===== src/rtl/mux_arb_n.sv =====
// mux_arb_n
// N-channel, W-bit arbitrating multiplexer with a one-entry registered output.
// Channel selection comes from a round-robin (mode=0) or fixed lowest-index
// priority (mode=1) arbiter. The chosen word is captured in the output
// register. That register accepts a new word whenever it is empty or is being
// drained on the same edge.
//
// Ports:
//   clk        clock, all state updates on the rising edge
//   rst_n      synchronous active-low reset
//   mode       0 = round-robin, 1 = fixed priority
//   in_data    packed channel words, channel i at [i*WIDTH +: WIDTH]
//   in_valid   per-channel request
//   in_ready   per-channel accept (one-hot or zero)
//   out_data   registered selected word
//   out_sel    index of the channel that supplied out_data
//   out_valid  output register holds a word
//   out_ready  consumer takes the word this cycle
module mux_arb_n #(
   parameter int WIDTH    = 32,
   parameter int CHANNELS = 4,
   localparam int SELW    = (CHANNELS > 1) ? $clog2(CHANNELS) : 1
) (
   input  logic                      clk,
   input  logic                      rst_n,
   input  logic                      mode,
   input  logic [CHANNELS*WIDTH-1:0] in_data,
   input  logic [CHANNELS-1:0]       in_valid,
   output logic [CHANNELS-1:0]       in_ready,
   output logic [WIDTH-1:0]          out_data,
   output logic [SELW-1:0]           out_sel,
   output logic                      out_valid,
   input  logic                      out_ready
);

   logic [SELW-1:0]     ptr_q, ptr_d;
   logic [WIDTH-1:0]    out_data_q, out_data_d;
   logic [SELW-1:0]     out_sel_q, out_sel_d;
   logic                out_valid_q, out_valid_d;

   logic [CHANNELS-1:0] grant;
   logic                found;
   logic [SELW-1:0]     gnt_sel;
   logic [WIDTH-1:0]    gnt_data;
   logic                can_load;
   logic                accept;

   assign can_load = !out_valid_q || out_ready;

   // Two passes give the wrapped round-robin scan: first the channels at or
   // above ptr, then the ones below it. In fixed-priority mode the first pass
   // already covers every channel from index 0 upwards.
   always_comb begin
      grant = '0;
      found = 1'b0;
      for (int i = 0; i < CHANNELS; i++) begin
         if (!found && in_valid[i] && (mode || (i >= int'(ptr_q)))) begin
            grant[i] = 1'b1;
            found    = 1'b1;
         end
      end
      for (int i = 0; i < CHANNELS; i++) begin
         if (!found && !mode && in_valid[i]) begin
            grant[i] = 1'b1;
            found    = 1'b1;
         end
      end
   end

   always_comb begin
      gnt_sel  = '0;
      gnt_data = '0;
      for (int i = 0; i < CHANNELS; i++) begin
         if (grant[i]) begin
            gnt_sel  = SELW'(i);
            gnt_data = in_data[i*WIDTH +: WIDTH];
         end
      end
   end

   assign in_ready = grant & {CHANNELS{can_load}};
   assign accept   = found && can_load;

   always_comb begin
      ptr_d       = ptr_q;
      out_data_d  = out_data_q;
      out_sel_d   = out_sel_q;
      out_valid_d = out_valid_q;
      if (accept) begin
         out_data_d  = gnt_data;
         out_sel_d   = gnt_sel;
         out_valid_d = 1'b1;
         if (!mode) begin
            // explicit wrap so non-power-of-two channel counts return to 0
            ptr_d = (gnt_sel == SELW'(CHANNELS - 1)) ? '0 : gnt_sel + SELW'(1);
         end
      end else if (out_valid_q && out_ready) begin
         out_valid_d = 1'b0;
      end
   end

   always_ff @(posedge clk) begin
      if (!rst_n) begin
         ptr_q       <= '0;
         out_data_q  <= '0;
         out_sel_q   <= '0;
         out_valid_q <= 1'b0;
      end else begin
         ptr_q       <= ptr_d;
         out_data_q  <= out_data_d;
         out_sel_q   <= out_sel_d;
         out_valid_q <= out_valid_d;
      end
   end

   assign out_data  = out_data_q;
   assign out_sel   = out_sel_q;
   assign out_valid = out_valid_q;

endmodule


===== config.mk =====
export PLATFORM = sky130hd
export DESIGN_NAME = mux_arb_n
export DESIGN_NICKNAME = d
export VERILOG_FILES = /design/src/rtl/mux_arb_n.sv
export SDC_FILE = /design/constraint.sdc
export NUM_CORES = 1
export LEC_CHECK = 0
export CORE_ASPECT_RATIO = 0.7
export CORE_MARGIN = 5
export CORE_UTILIZATION = 33
export CTS_CLUSTER_SIZE = 10
export DETAILED_ROUTE_END_ITERATION = 10
export GPL_TIMING_DRIVEN = 0
export PLACE_DENSITY = 0.9
export SLEW_MARGIN = 20
export SYNTH_ARGS = -nofsm -noshare
export SYNTH_HDL_FRONTEND = slang
export SYNTH_SLANG_ARGS = --single-unit

===== constraint.sdc =====
create_clock -name clk -period 1.9 [get_ports clk]
set_clock_uncertainty 0.2 [all_clocks]
set_input_delay 0.285 -clock clk [delete_from_list [all_inputs] [get_ports clk]]
set_output_delay 0.285 -clock clk [all_outputs]
set_load 0.02 [all_outputs]

* After elaboration in Yosys (flattened, before gate mapping)
Index checks and enable logic that the tools add are counted.
Cells by class: $add $sub $neg 1, $mul 0, div/mod/pow operators 0, order comparisons 3, eq/ne operators 1, shift operators 0, muxes and demuxes 25, bitwise logic cells 2, reductions and logical operators 31
Operators with widths (number):
- $mux 32 | 4
- $mux 1 | 18
- $logic_and 1x1->1 | 16
- $logic_not 1->1 | 9
- $mux 2 | 3
- $and 4x4->4 | 1
- $ge 1x2->1 const A | 2
- $logic_or 1x1->1 | 4
- $add 2x1->2 const B | 1
- $eq 2x2->1 const B | 1
- $ge 2x2->1 const A | 1
- $reduce_and 2->1 | 1
- $reduce_bool 2->1 | 1
- $not 1->1 | 1
Word-level totals: flip-flop bits (word level) 37, latch bits 0, bits in writable memories 0, ROM bits 0, input port bits 136, output and inout bits 39, memories kept 0

* Depth between registers and ports, before layout
Gate-level depths: netlist of run 1.
depth after elaboration 34, gate-level depth with buffers 8

* Worst setup path after synthesis of run 1
Ideal clock, no wire load.
path kind flip-flop to flip-flop, start point register ptr_q[1], end point register out_data_q[0] (netlist: out_data[0]), data arrival time 1.502 ns, data required time 1.570 ns, path slack 0.068 ns, cell stages (with the launch flop) 9, buffers on the path 3, cell sequence dfxtp_1 clkbuf_4 o21bai_1 a21boi_1 and2_1 buf_6 buf_6 a221oi_2 o221ai_2
Between the ends: cells in the longest elaborated chain, start to end 32
RTL lines:
- start, declared | line 36 | logic [SELW-1:0] ptr_q, ptr_d;
- start signal, assigned | line 109 | ptr_q <= ptr_d;
- $ge 1x2->1 | line 57 | if (!found && in_valid[i] && (mode || (i >= int'(ptr_q)))) begin
- $logic_or 1x1->1 | line 57
- $logic_and 1x1->1 | line 57
- $mux 1 | line 57
- $logic_not 1->1 | line 57
- $logic_and 1x1->1 (2 in a row) | line 57
- $mux 1 | line 57
- $logic_not 1->1 | line 57
- (+13 left out)
- $mux 1 | line 63 | if (!found && !mode && in_valid[i]) begin
- $logic_not 1->1 | line 63
- $logic_and 1x1->1 (2 in a row) | line 63
- $mux 1 | line 63
- $logic_not 1->1 | line 63
- $logic_and 1x1->1 (2 in a row) | line 63
- $mux 1 | line 63
- $mux 32 or $logic_and 1x1->1 (tied branches) | line 74, 82
- end signal, assigned | line 110 | out_data_q <= out_data_d;
- end, declared | line 37 | logic [WIDTH-1:0] out_data_q, out_data_d;
Parallel ways exist; a longest one is shown, timed or not. A chain may end at the register's enable or synchronous reset.

* Worst setup path in the final report of run 1
start point register ptr_q[0], end point output port in_ready[3]
Between the ends: cells in the longest elaborated chain, start to end 32
RTL lines:
- $ge 1x2->1 | line 57
- $logic_or 1x1->1 | line 57
- $logic_and 1x1->1 | line 57
- $mux 1 | line 57
- $logic_not 1->1 | line 57
- $logic_and 1x1->1 (2 in a row) | line 57
- $mux 1 | line 57
- $logic_not 1->1 | line 57
- (+13 left out)
- $mux 1 | line 63
- $logic_not 1->1 | line 63
- $logic_and 1x1->1 (2 in a row) | line 63
- $mux 1 | line 63
- $logic_not 1->1 | line 63
- $logic_and 1x1->1 (2 in a row) | line 63
- $mux 1 (*) | line 63
- $and 4x4->4 (*) | line 81 | assign in_ready = grant & {CHANNELS{can_load}};
- end, declared | line 29 | output logic [CHANNELS-1:0] in_ready,
Every way passes the cells marked *; elsewhere a longest branch is shown, timed or not.

==> metrics.md, run 1 <==
| Metric | Value |
|---|---|
| Vias in the first global route | `3,227` |
| M2 GR Usage | `36.7%` |
| Worst Path Max Fanout | `7` |
| Layout Cells excl Fill | `564` |
| Failing checks | `negative setup slack` |
| Syn Area/Cell | `9.57 um^2` |
| First-pass GRT wire length | `16,700 um` |
| Synth top area cells | `dfxtp_1 29%, a221oi_2 17%, o221ai_2 17%` |
| # port buffers | `174` |
| Die area | `0.00970 mm^2` |
| CP max stage delay | `0.39 ns` |
| Initial antenna violation count | `0` |
| Critical path type | `reg2out` |
| Synth Register Bits | `37` |
| First DRT Iteration DRCs | `130` |
| Measured slew at the worst slew-check pin | `0.343 ns` |
| CTS tree | `yes` |
| Clk_lat worst skew | `0.28 ns` |
| Slowest CP cell | `dfxtp_4` |
| Slew margin rel. | `77.0%` |
| Largest net degree at the start of global routing | `12` |
| Worst setup margin | `-0.0517 ns` |
| Count of cell types in the netlist | `40` |
| Clock-pin slew on the worst setup and hold paths | `0.08 ns` |
| Buf+Inv Stages, Crit Path | `2` |
| Starting Density | `33.3%` |
| Most used cell, CP | `buf_6` |
| First-pass detailed-route iteration total | `4` |
| Reported max-cap violation count | `0` |
| Worst Setup End Kind | `primary output` |
| Antenna Violating Nets Remaining | `0` |
| GR Layer Usage met3 | `7.10%` |
| Critical Path AT | `1.47 ns` |
| Cell Area, Synth | `0.00257 mm^2` |
| # IOs | `175` |
| Num CTS Buffers | `5` |
| Place WS | `-1.13 ns` |
| Fin crit period | `1.95 ns` |
| CTS H-Tree Depth | `2` |
| RSZ-0062 raised after global routing | `true` |
| Core Box Area | `0.00774 mm^2` |
| R2R setup slack | `0 ns` |
| DRC | `0` |
| Dominant cell type by area after synthesis | `dfxtp_1` |
| Yosys warning count | `0` |
| Placed cells | `544` |
| Fin. Hold Viols | `0` |
| Post-synth top area share | `28.8%` |
| Final Max Slew Viols | `0` |
| Clock buffer depth | `2` |
| Filler Cells Inserted | `601` |
| Post-DR wirelength/cell | `19.3 um` |
| Worst vdd ir | `0.280 mV` |
| DIE WIDTH | `116 um` |
| CP Cell Sequence | `nand2b_4 > and3_4 > o21ai_4 > buf_6 > nor2_4 > buf_6` |
| Total power draw | `0.00285 W` |
| Post-Synthesis Cells | `269` |
| Required @ worst endpoint | `1.41 ns` |
| Outcome | `finished, violations left` |
| Total grt overflow | `0` |
| Vias | `2,980` |
| Peak Freq | `512 MHz` |
| Leakage | `1.87 nW` |
| Vias per inst | `5.28` |
| Ant. Diodes | `0` |
| Final Cycle Share | `103%` |
| Share of layout cells above drive strength 1 | `30.9%` |
| Routed WL | `10,900 um` |
| # clock sinks | `37` |
| Delay-heaviest family, CP | `flip-flops` |
| GRT met1 Usage | `26.0%` |
| Register area share after synthesis | `28.8%` |
| Final setup viols | `3` |
| Area delta synth->final | `101%` |
| Nets | `598` |
| CTS root buffer | `clkbuf_8` |
| Hold crit path type | `reg2reg` |
| HPWL after detailed placement | `7960 um` |
| Routability cong. | `0.805` |
| Total track usage | `21.4%` |
| Die height | `83.9 um` |
| CP startpoint kind | `register` |
| Grt peak-use layer | `met2` |
| CTS Hold Bufs | `0` |
| Synthesized Nets | `405` |
| Row count | `27` |
| PwrDens | `551 mW/mm^2` |
-- per-stage QoR --
step / hold slack [ns] / setup TNS (ns) / area [um^2] / utilization [%]
detailed placement: 0.256 / -28.34 / 4440 / 57.4
global placement: 0.244 / -25.82 / 4440 / 57.4
floorplan: 0.202 / 0 / 2570 / -
finish: 0.268 / -0.0705 / 5170 / 66.9
CTS: 0.273 / -0.248 / 5040 / 65.2
global route: 0.298 / -1.67 / 5170 / 66.9
-- sequential cells by signal, indices dropped and copies added (netlist names) --
name	cells
out_data	32
out_sel	2
ptr_q	2
out_valid	1
-- worst reg2reg max path: stages (launching register included) --
cell	delay [ns]
dfxtp_4	0.39
nor4b_2	0.39
a311oi_4	0.09
buf_12	0.16
buf_6	0.17
a221oi_4	0.26
o221ai_2	0.13
-- synthesized netlist by cell type --
library cell / number
nand2_1: 33
nand3_1: 1
o221ai_1: 1
o211a_1: 1
and3_1: 1
a221oi_1: 2
a311oi_2: 1
a21boi_1: 2
o21ai_1: 2
o2bb2ai_1: 1
nor4_4: 1
inv_1: 34
buf_4: 2
dfxtp_1: 37
o311ai_1: 1
o221ai_2: 30
nor2b_4: 1
o21a_1: 1
o21ai_2: 1
a311oi_1: 1
o21ai_0: 34
clkbuf_1: 4
nor3b_1: 1
a31oi_1: 1
buf_6: 7
a211oi_1: 2
a221oi_2: 30
o31ai_2: 1
a21o_1: 1
o21bai_1: 1
nor3_1: 1
nor2_1: 8
buf_2: 10
nor3_2: 1
nand2b_1: 5
clkbuf_4: 1
a21oi_1: 4
and2_1: 1
nor2b_1: 1
nor4b_2: 1
-- layout make-up --
cell class / instances / area (um^2) / area share (%)
well taps: 101 / 126 / 2.44
plain buffers: 22 / 239 / 4.62
inverters: 34 / 128 / 2.47
clock buffers: 7 / 96.3 / 1.86
clock inverters: 1 / 5.00 / 0.0968
flip-flops and latches: 37 / 748 / 14.5
repair buffers: 188 / 1890 / 36.5
multi-input cells: 174 / 1940 / 37.6
-- worst paths after layout --
path,start,endpoint,cells past startpoint
max,ptr_q[0]$_SDFFE_PN0P_,in_ready[3],6
max reg2reg,ptr_q[1]$_SDFFE_PN0P_,out_data[26]$_SDFFE_PN0P_,6
min,out_data[27]$_SDFFE_PN0P_,out_data[27]$_SDFFE_PN0P_,2
min reg2reg,out_data[27]$_SDFFE_PN0P_,out_data[27]$_SDFFE_PN0P_,2
-- layout by cell type, fill, tap and decap left out, drive strengths merged, types with 4 or more instances in the layout --
master / count
clkdlybuf4s50: 165
dfxtp: 37
o21ai: 37
buf: 36
inv: 34
nand2: 33
a221oi: 32
o221ai: 31
clkbuf: 13
nor2: 8
nand2b: 5
a21oi: 4
-- layer usage --
metal / up-vias / part of all wire (%)
met2: 144 / 48
met3: 14 / 9.8
met4: 0 / 1.5
met5: - / 0
met1: 1414 / 40
li1: 1408 / -
-- what timing repair did --
item / 4_1_cts / 5_1_grt
endpoints found under the setup margin: 39 / 36
setup buffers: 7 / 5
gates cloned: 1 / 1
endpoints found under the hold margin: 0 / 0
pin swaps: 37 / 8
gates resized for setup: 102 / 32
-- where the power goes --
group	total, W	switching (W)	internal, W
clock	0.000623	0.000295	0.000329
combinational	0.00131	0.000581	0.000729
sequential	0.000919	0.0000565	0.000862
total	0.00285	0.000932	0.00192
-- cells by family after synthesis --
logic type      Yosys count  share of synthesized area (%)
compound gates          118                           48.9
buf+inv                  58                           11.4
flops                    37                           28.8
simple gates             56                           10.9
Note: power is estimated with default switching activity, not from simulation.
==> run 2: changes to the inputs <==
Settings changed: CTS_CLUSTER_DIAMETER from default to 40, GPL_TIMING_DRIVEN 0 to default, SETUP_SLACK_MARGIN from default to 0.5.
==> metrics.md, run 2 (synthesized netlist as in run 1, its figures left out) <==
| Metric | Value |
|---|---|
| Row count | `27 (unchanged)` |
| Sum Neg Setup Slack | `0 ns (was -0.0705 ns)` |
| Commonest non-fill, non-tap cell in the layout | `clkdlybuf4s50_1 (unchanged)` |
| Measured slew at the worst slew-check pin | `0.468 ns (was 0.343 ns)` |
| # port buffers | `174 (unchanged)` |
| Worst Path Max Fanout | `5 (was 7)` |
| Required @ worst endpoint | `1.41 ns (about the same)` |
| Total grt overflow | `0 (unchanged)` |
| Die area | `0.00970 mm^2 (unchanged)` |
| Final Cycle Share | `99.8% (was 103%)` |
| Total track usage | `20.6% (was 21.4%)` |
| Vias | `3,089 (was 2,980)` |
| Core Box Area | `0.00774 mm^2 (unchanged)` |
| Largest net degree at the start of global routing | `36 (was 12)` |
| Final instance area | `0.00513 mm^2 (was 0.00517 mm^2)` |
| Fin. Hold Viols | `0 (unchanged)` |
| Slowest CP cell | `dfxtp_4 (unchanged)` |
| Peak Freq | `528 MHz (was 512 MHz)` |
| Die height | `83.9 um (unchanged)` |
| Hold crit path type | `in2reg (was reg2reg)` |
| Instance count on the critical path | `5 (was 6)` |
| Clock buffer depth | `2 (unchanged)` |
| Worst vdd ir | `0.275 mV (was 0.280 mV)` |
| First-pass detailed-route iteration total | `4 (unchanged)` |
| Worst r2r path cells | `7 (was 6)` |
| Outcome | `completed (was finished, violations left)` |
| CP max stage delay | `0.41 ns (was 0.39 ns)` |
| Critical Path AT | `1.41 ns (was 1.47 ns)` |
| Worst setup margin | `0.00437 ns (was -0.0517 ns)` |
| Place WS | `-0.675 ns (was -1.13 ns)` |
| # IOs | `175 (unchanged)` |
| Num CTS Buffers | `5 (unchanged)` |
| RSZ-0062 raised after global routing | `true (unchanged)` |
| CP startpoint kind | `register (unchanged)` |
| Nets | `618 (was 598)` |
| Clock-pin slew on the worst setup and hold paths | `0.08 ns (about the same)` |
| Clk_lat worst skew | `0.29 ns (was 0.28 ns)` |
| Post-DR wirelength/cell | `19.2 um (was 19.3 um)` |
| Hold depth | `5 (was 2)` |
| Critical path type | `reg2out (unchanged)` |
| First-pass GRT wire length | `16,100 um (was 16,700 um)` |
| Fin crit period | `1.90 ns (was 1.95 ns)` |
| Delay-heaviest family, CP | `flip-flops (unchanged)` |
| Antenna Violating Nets Remaining | `0 (unchanged)` |
| Ant. Diodes | `0 (unchanged)` |
| Slew margin rel. | `68.8% (was 77.0%)` |
| Share of layout cells above drive strength 1 | `42.7% (was 30.9%)` |
| Placed cell areas | `0.00474 mm^2 (was 0.00444 mm^2)` |
| Reported max-cap violation count | `0 (unchanged)` |
| Max reg flops | `32 (unchanged)` |
| # clock sinks | `37 (unchanged)` |
| Vias in the first global route | `3,231 (was 3,227)` |
| Starting Density | `33.3% (unchanged)` |
| CTS Hold Bufs | `0 (unchanged)` |
| First DRT Iteration DRCs | `138 (was 130)` |
| Final Max Slew Viols | `0 (unchanged)` |
| DRC | `0 (unchanged)` |
| Routed WL | `11,200 um (was 10,900 um)` |
| Leakage | `2.05 nW (was 1.87 nW)` |
| Vias per inst | `5.29 (was 5.28)` |
| Layout Cells excl Fill | `584 (was 564)` |
| Worst Setup End Kind | `primary output (unchanged)` |
| DIE WIDTH | `116 um (unchanged)` |
| Initial antenna violation count | `0 (unchanged)` |
| CTS tree | `yes (unchanged)` |
| HPWL after detailed placement | `7880 um (was 7960 um)` |
| PwrDens | `528 mW/mm^2 (was 551 mW/mm^2)` |
| Buf+Inv Stages, Crit Path | `1 (was 2)` |
| CTS root buffer | `clkbuf_8 (unchanged)` |
| CTS H-Tree Depth | `2 (unchanged)` |
| CP Cell Sequence | `nand2b_4 > a211oi_4 > o31ai_4 > nor2_1 > buf_4 (was nand2b_4 > and3_4 > o21ai_4 > buf_6 > nor2_4 > buf_6)` |
| Area delta synth->final | `99.1% (was 101%)` |
| Placed cells | `560 (was 544)` |
| Most frequent cells in the layout | `129 x clkdlybuf4s50_1, 34 x dfxtp_1, 33 x inv_1, 33 x buf_2, 32 x nand2_1 (was 165 x clkdlybuf4s50_1, 35 x dfxtp_1, 33 x inv_1)` |
| Routability cong. | `0.825 (was 0.805)` |
| Final setup viols | `0 (was 3)` |
==> run 2: cell count changes in the layout (fill, tap and decap cells not counted), sizes merged <==
| cell | change |
|---|---|
| inv | +1 |
| dlymetal6s2s | +1 |
| buf | +54 |
| clkinv | +1 |
| clkbuf | -1 |
| clkdlybuf4s50 | -36 |
==> run 2: area by class of cell <==
type / count / area, um^2
multi-input combinational: 174 / 1780
sequential: 37 / 749
timing repair buffer: 230 / 2260
inverter: 34 / 128
clock buffer: 5 / 68.8
clock inverter: 3 / 16.3
fill: 609 / 2610
tap: 101 / 126
==> run 2: final timing paths <==
check	from	to	slack (ns)
setup reg to reg	ptr_q[0]$_SDFFE_PN0P_	out_data[27]$_SDFFE_PN0P_	0.01
hold / removal	mode	ptr_q[0]$_SDFFE_PN0P_	0.27
setup / recovery	ptr_q[0]$_SDFFE_PN0P_	in_ready[2]	0.004
hold reg to reg	out_data[11]$_SDFFE_PN0P_	out_data[11]$_SDFFE_PN0P_	0.27
==> run 2: power by group <==
part           internal, W  switching (W)  leakage, nW
combinational     0.000672       0.000561         1.69
clock             0.000255       0.000302       0.0482
sequential        0.000862      0.0000543        0.308
==> run 2: per-stage QoR <==
| step | total power [W] | util, % | hold WS [ns] |
|---|---|---|---|
| after global placement | 0.00207 | 61.2 | 0.244 |
| after floorplan | 0.00145 | - | 0.202 |
| final | 0.00271 | 66.3 | 0.266 |
| after global routing | 0.00284 | 66.3 | 0.289 |
| after detailed placement | 0.00210 | 61.2 | 0.245 |
| after CTS | 0.00267 | 64.2 | 0.270 |
==> run 2: layer usage <==
metal  GRT usage (%)  vias up  wire [um]
met5               0        -          0
met3            5.07       16        938
met4            4.58        0        110
met1            25.4     1464       4650
met2            35.8      156       5540
li1                -     1453          -
==> run 2: worst register-to-register path: cells and delay by family (launching register included) <==
kind	cells	cell delay, ns
compound gates	3	0.55
flops	1	0.41
buf+inv	2	0.36
simple gates	2	0.29
==> run 2: what timing repair did <==
item | 4_1_cts | 5_1_grt
gates cloned | 1 | 6
setup endpoints to repair | 76 | 63
gates resized for setup | 182 | 77
pin swaps | 11 | 19
buffers inserted | 5 | 4
==> run 3: changes to the inputs <==
==> constraint.sdc (replaced) <==
create_clock -name clk -period 1.9 [get_ports clk]
set_clock_uncertainty 0.2 [all_clocks]
set_input_delay 0.285 -clock clk [delete_from_list [all_inputs] [get_ports clk]]
set_output_delay 0.285 -clock clk [all_outputs]
set_load 0.1 [all_outputs]
==> metrics.md, run 3 (synthesized netlist as in run 1, its figures left out) <==
| Metric | Value |
|---|---|
| Worst vdd ir | `0.390 mV (was 0.275 mV)` |
| CTS root buffer | `clkbuf_8 (unchanged)` |
| HPWL after detailed placement | `8490 um (was 7880 um)` |
| Worst r2r path cells | `6 (was 7)` |
| PwrDens | `618 mW/mm^2 (was 528 mW/mm^2)` |
| Antenna Violating Nets Remaining | `0 (unchanged)` |
| Net Switching | `0.00155 W (was 0.000917 W)` |
| Place WS | `-0.536 ns (was -0.675 ns)` |
| Largest net degree at the start of global routing | `33 (was 36)` |
| Total track usage | `23.3% (was 20.6%)` |
| Peak Freq | `493 MHz (was 528 MHz)` |
| Total power draw | `0.00366 W (was 0.00271 W)` |
| Vias | `3,102 (was 3,089)` |
| Clock buffer depth | `2 (unchanged)` |
| CTS H-Tree Depth | `2 (unchanged)` |
| # clock sinks | `37 (unchanged)` |
| Area delta synth->final | `130% (was 99.1%)` |
| Clock-pin slew on the worst setup and hold paths | `0.08 ns (about the same)` |
| Core Box Area | `0.00774 mm^2 (unchanged)` |
| # IOs | `175 (unchanged)` |
| Most frequent cells in the layout | `130 x clkdlybuf4s50_1, 52 x buf_12, 34 x inv_1, 34 x dfxtp_2, 32 x nand2_1 (was 129 x clkdlybuf4s50_1, 34 x dfxtp_1, 33 x inv_1, 33 x buf_2, 32 x nand2_1)` |
| Layout Cells excl Fill | `576 (was 584)` |
| Reported max-cap violation count | `0 (unchanged)` |
| Worst Path Max Fanout | `7 (was 5)` |
| Die height | `83.9 um (unchanged)` |
| Num CTS Buffers | `5 (unchanged)` |
| Fin. Hold Viols | `0 (unchanged)` |
| Clock group share of total power | `14.9% (was 20.6%)` |
| DRC | `0 (unchanged)` |
| Fin crit period | `2.03 ns (was 1.90 ns)` |
| Vias in the first global route | `3,412 (was 3,231)` |
| Nets | `609 (was 618)` |
| Routed WL | `12,200 um (was 11,200 um)` |
| Final instance area | `0.00593 mm^2 (was 0.00513 mm^2)` |
| Clk_lat worst skew | `0.28 ns (was 0.29 ns)` |
| Critical R2R Launch | `ptr_q[1]$_SDFFE_PN0P_ (was ptr_q[0]$_SDFFE_PN0P_)` |
| Failing checks | `negative setup slack` |
| # port buffers | `174 (unchanged)` |
| Critical Path AT | `1.54 ns (was 1.41 ns)` |
| Initial antenna violation count | `1 (was 0)` |
| Combinational group share of total power | `58.2% (was 45.6%)` |
| Share of layout cells above drive strength 1 | `48.5% (was 42.7%)` |
| Placed cell areas | `0.00522 mm^2 (was 0.00474 mm^2)` |
| Switching share of power | `42.4% (was 33.9%)` |
| Required @ worst endpoint | `1.41 ns (about the same)` |
| RSZ-0062 raised after global routing | `true (unchanged)` |
| Final Max Slew Viols | `0 (unchanged)` |
| First-pass GRT wire length | `17,900 um (was 16,100 um)` |
| Final setup viols | `28 (was 0)` |
| Row count | `27 (unchanged)` |
| Measured slew at the worst slew-check pin | `0.394 ns (was 0.468 ns)` |
| R2R setup slack | `-0.07 ns (was 0.01 ns)` |
| Hold Path Sink | `out_data[23]$_SDFFE_PN0P_ (was ptr_q[0]$_SDFFE_PN0P_)` |
| Starting Density | `33.3% (unchanged)` |
| Leakage | `2.21 nW (was 2.05 nW)` |
| Worst hold start | `out_data[23]$_SDFFE_PN0P_ (was mode)` |
| Total grt overflow | `0 (unchanged)` |
| Part of the power in registers | `26.9% (was 33.9%)` |
| Vias per inst | `5.39 (was 5.29)` |
| Die area | `0.00970 mm^2 (unchanged)` |
| R2R Path End | `out_data[16]$_SDFFE_PN0P_ (was out_data[27]$_SDFFE_PN0P_)` |
| DIE WIDTH | `116 um (unchanged)` |
| Worst Setup End Kind | `primary output (unchanged)` |
| Worst setup margin | `-0.130 ns (was 0.00437 ns)` |
| Placed cells | `553 (was 560)` |
| Final Cycle Share | `107% (was 99.8%)` |
| CTS tree | `yes (unchanged)` |
| Commonest non-fill, non-tap cell in the layout | `clkdlybuf4s50_1 (unchanged)` |
| CTS Hold Bufs | `0 (unchanged)` |
| First-pass detailed-route iteration total | `4 (unchanged)` |
| Post-DR wirelength/cell | `21.1 um (was 19.2 um)` |
| Max reg flops | `32 (unchanged)` |
| Int Power | `0.00211 W (was 0.00179 W)` |
| Routability cong. | `0.848 (was 0.825)` |
| Hold crit path type | `reg2reg (was in2reg)` |
| Slew margin rel. | `73.7% (was 68.8%)` |
| First DRT Iteration DRCs | `87 (was 138)` |
| Outcome | `finished, violations left (was completed)` |
| Critical path type | `reg2out (unchanged)` |
| CP startpoint kind | `register (unchanged)` |
| Hold depth | `2 (was 5)` |
## run 3: cell count changes in the layout (fill, tap and decap cells not counted), sizes merged
cell	change
buf	-6
clkbuf	-3
dlygate4sd2	+2
clkdlybuf4s15	-1
clkdlybuf4s50	+1
diode	+1
dlymetal6s2s	-1
inv	-1
## run 3: layout make-up
type	count	area, um^2
repair buffers	221	2770
multi-input cells	174	2030
fillers	476	1810
flip-flops and latches	37	795
inverters	34	128
well taps	101	126
clock buffers	6	72.6
clock inverters	2	10.0
diodes	1	2.50
## run 3: what timing repair did
item,4_1_cts,5_1_grt
cloned,2,3
endpoints found under the setup margin,41,40
setup buffers,4,5
gates resized for setup,63,20
pin swaps,13,12
## run 3: critical path, cell delays in order, from the launching register on
cell      delay, ns
dfxtp_4        0.43
nand2b_4       0.07
a211oi_2       0.19
o31ai_2        0.09
buf_4          0.16
nor2_4         0.13
buf_12         0.18
## run 3: worst max-delay path by stage
stage	cells past startpoint	endpoint	from
2_1_floorplan	5	in_ready[3]	ptr_q[0]$_SDFFE_PN0P_
3_3_place_gp	7	out_data[28]$_SDFFE_PN0P_	in_valid[2]
3_5_place_dp	7	out_data[28]$_SDFFE_PN0P_	in_valid[2]
4_1_cts	6	in_ready[2]	ptr_q[0]$_SDFFE_PN0P_
5_1_grt	6	in_ready[2]	ptr_q[0]$_SDFFE_PN0P_
6_report	6	in_ready[2]	ptr_q[0]$_SDFFE_PN0P_
## run 3: power by group through the flow
stage	Clock [W]	Combinational (W)	Sequential, W
final	0.000545	0.00213	0.000985
after CTS	0.000558	0.00205	0.000984
after floorplan	0	0.000490	0.00154
after global placement	0	0.00188	0.000991
after detailed placement	0	0.00191	0.000997
after global routing	0.000590	0.00221	0.000994
## run 3: through the flow
stage	TNS (ns)	hold WS (ns)	utilization, %
after detailed placement	-17.56	0.281	67.5
final	-0.831	0.299	76.6
after CTS	-0.272	0.303	73.7
after global placement	-15.53	0.275	67.5
after floorplan	0	0.202	-
after global routing	-2.31	0.317	76.6
## run 3: metal layers
layer / GRT usage (%) / wire length, um
met3: 6.38 / 1110
met2: 41.2 / 5980
met5: 0 / 0
met4: 6.40 / 308
met1: 27.5 / 4750
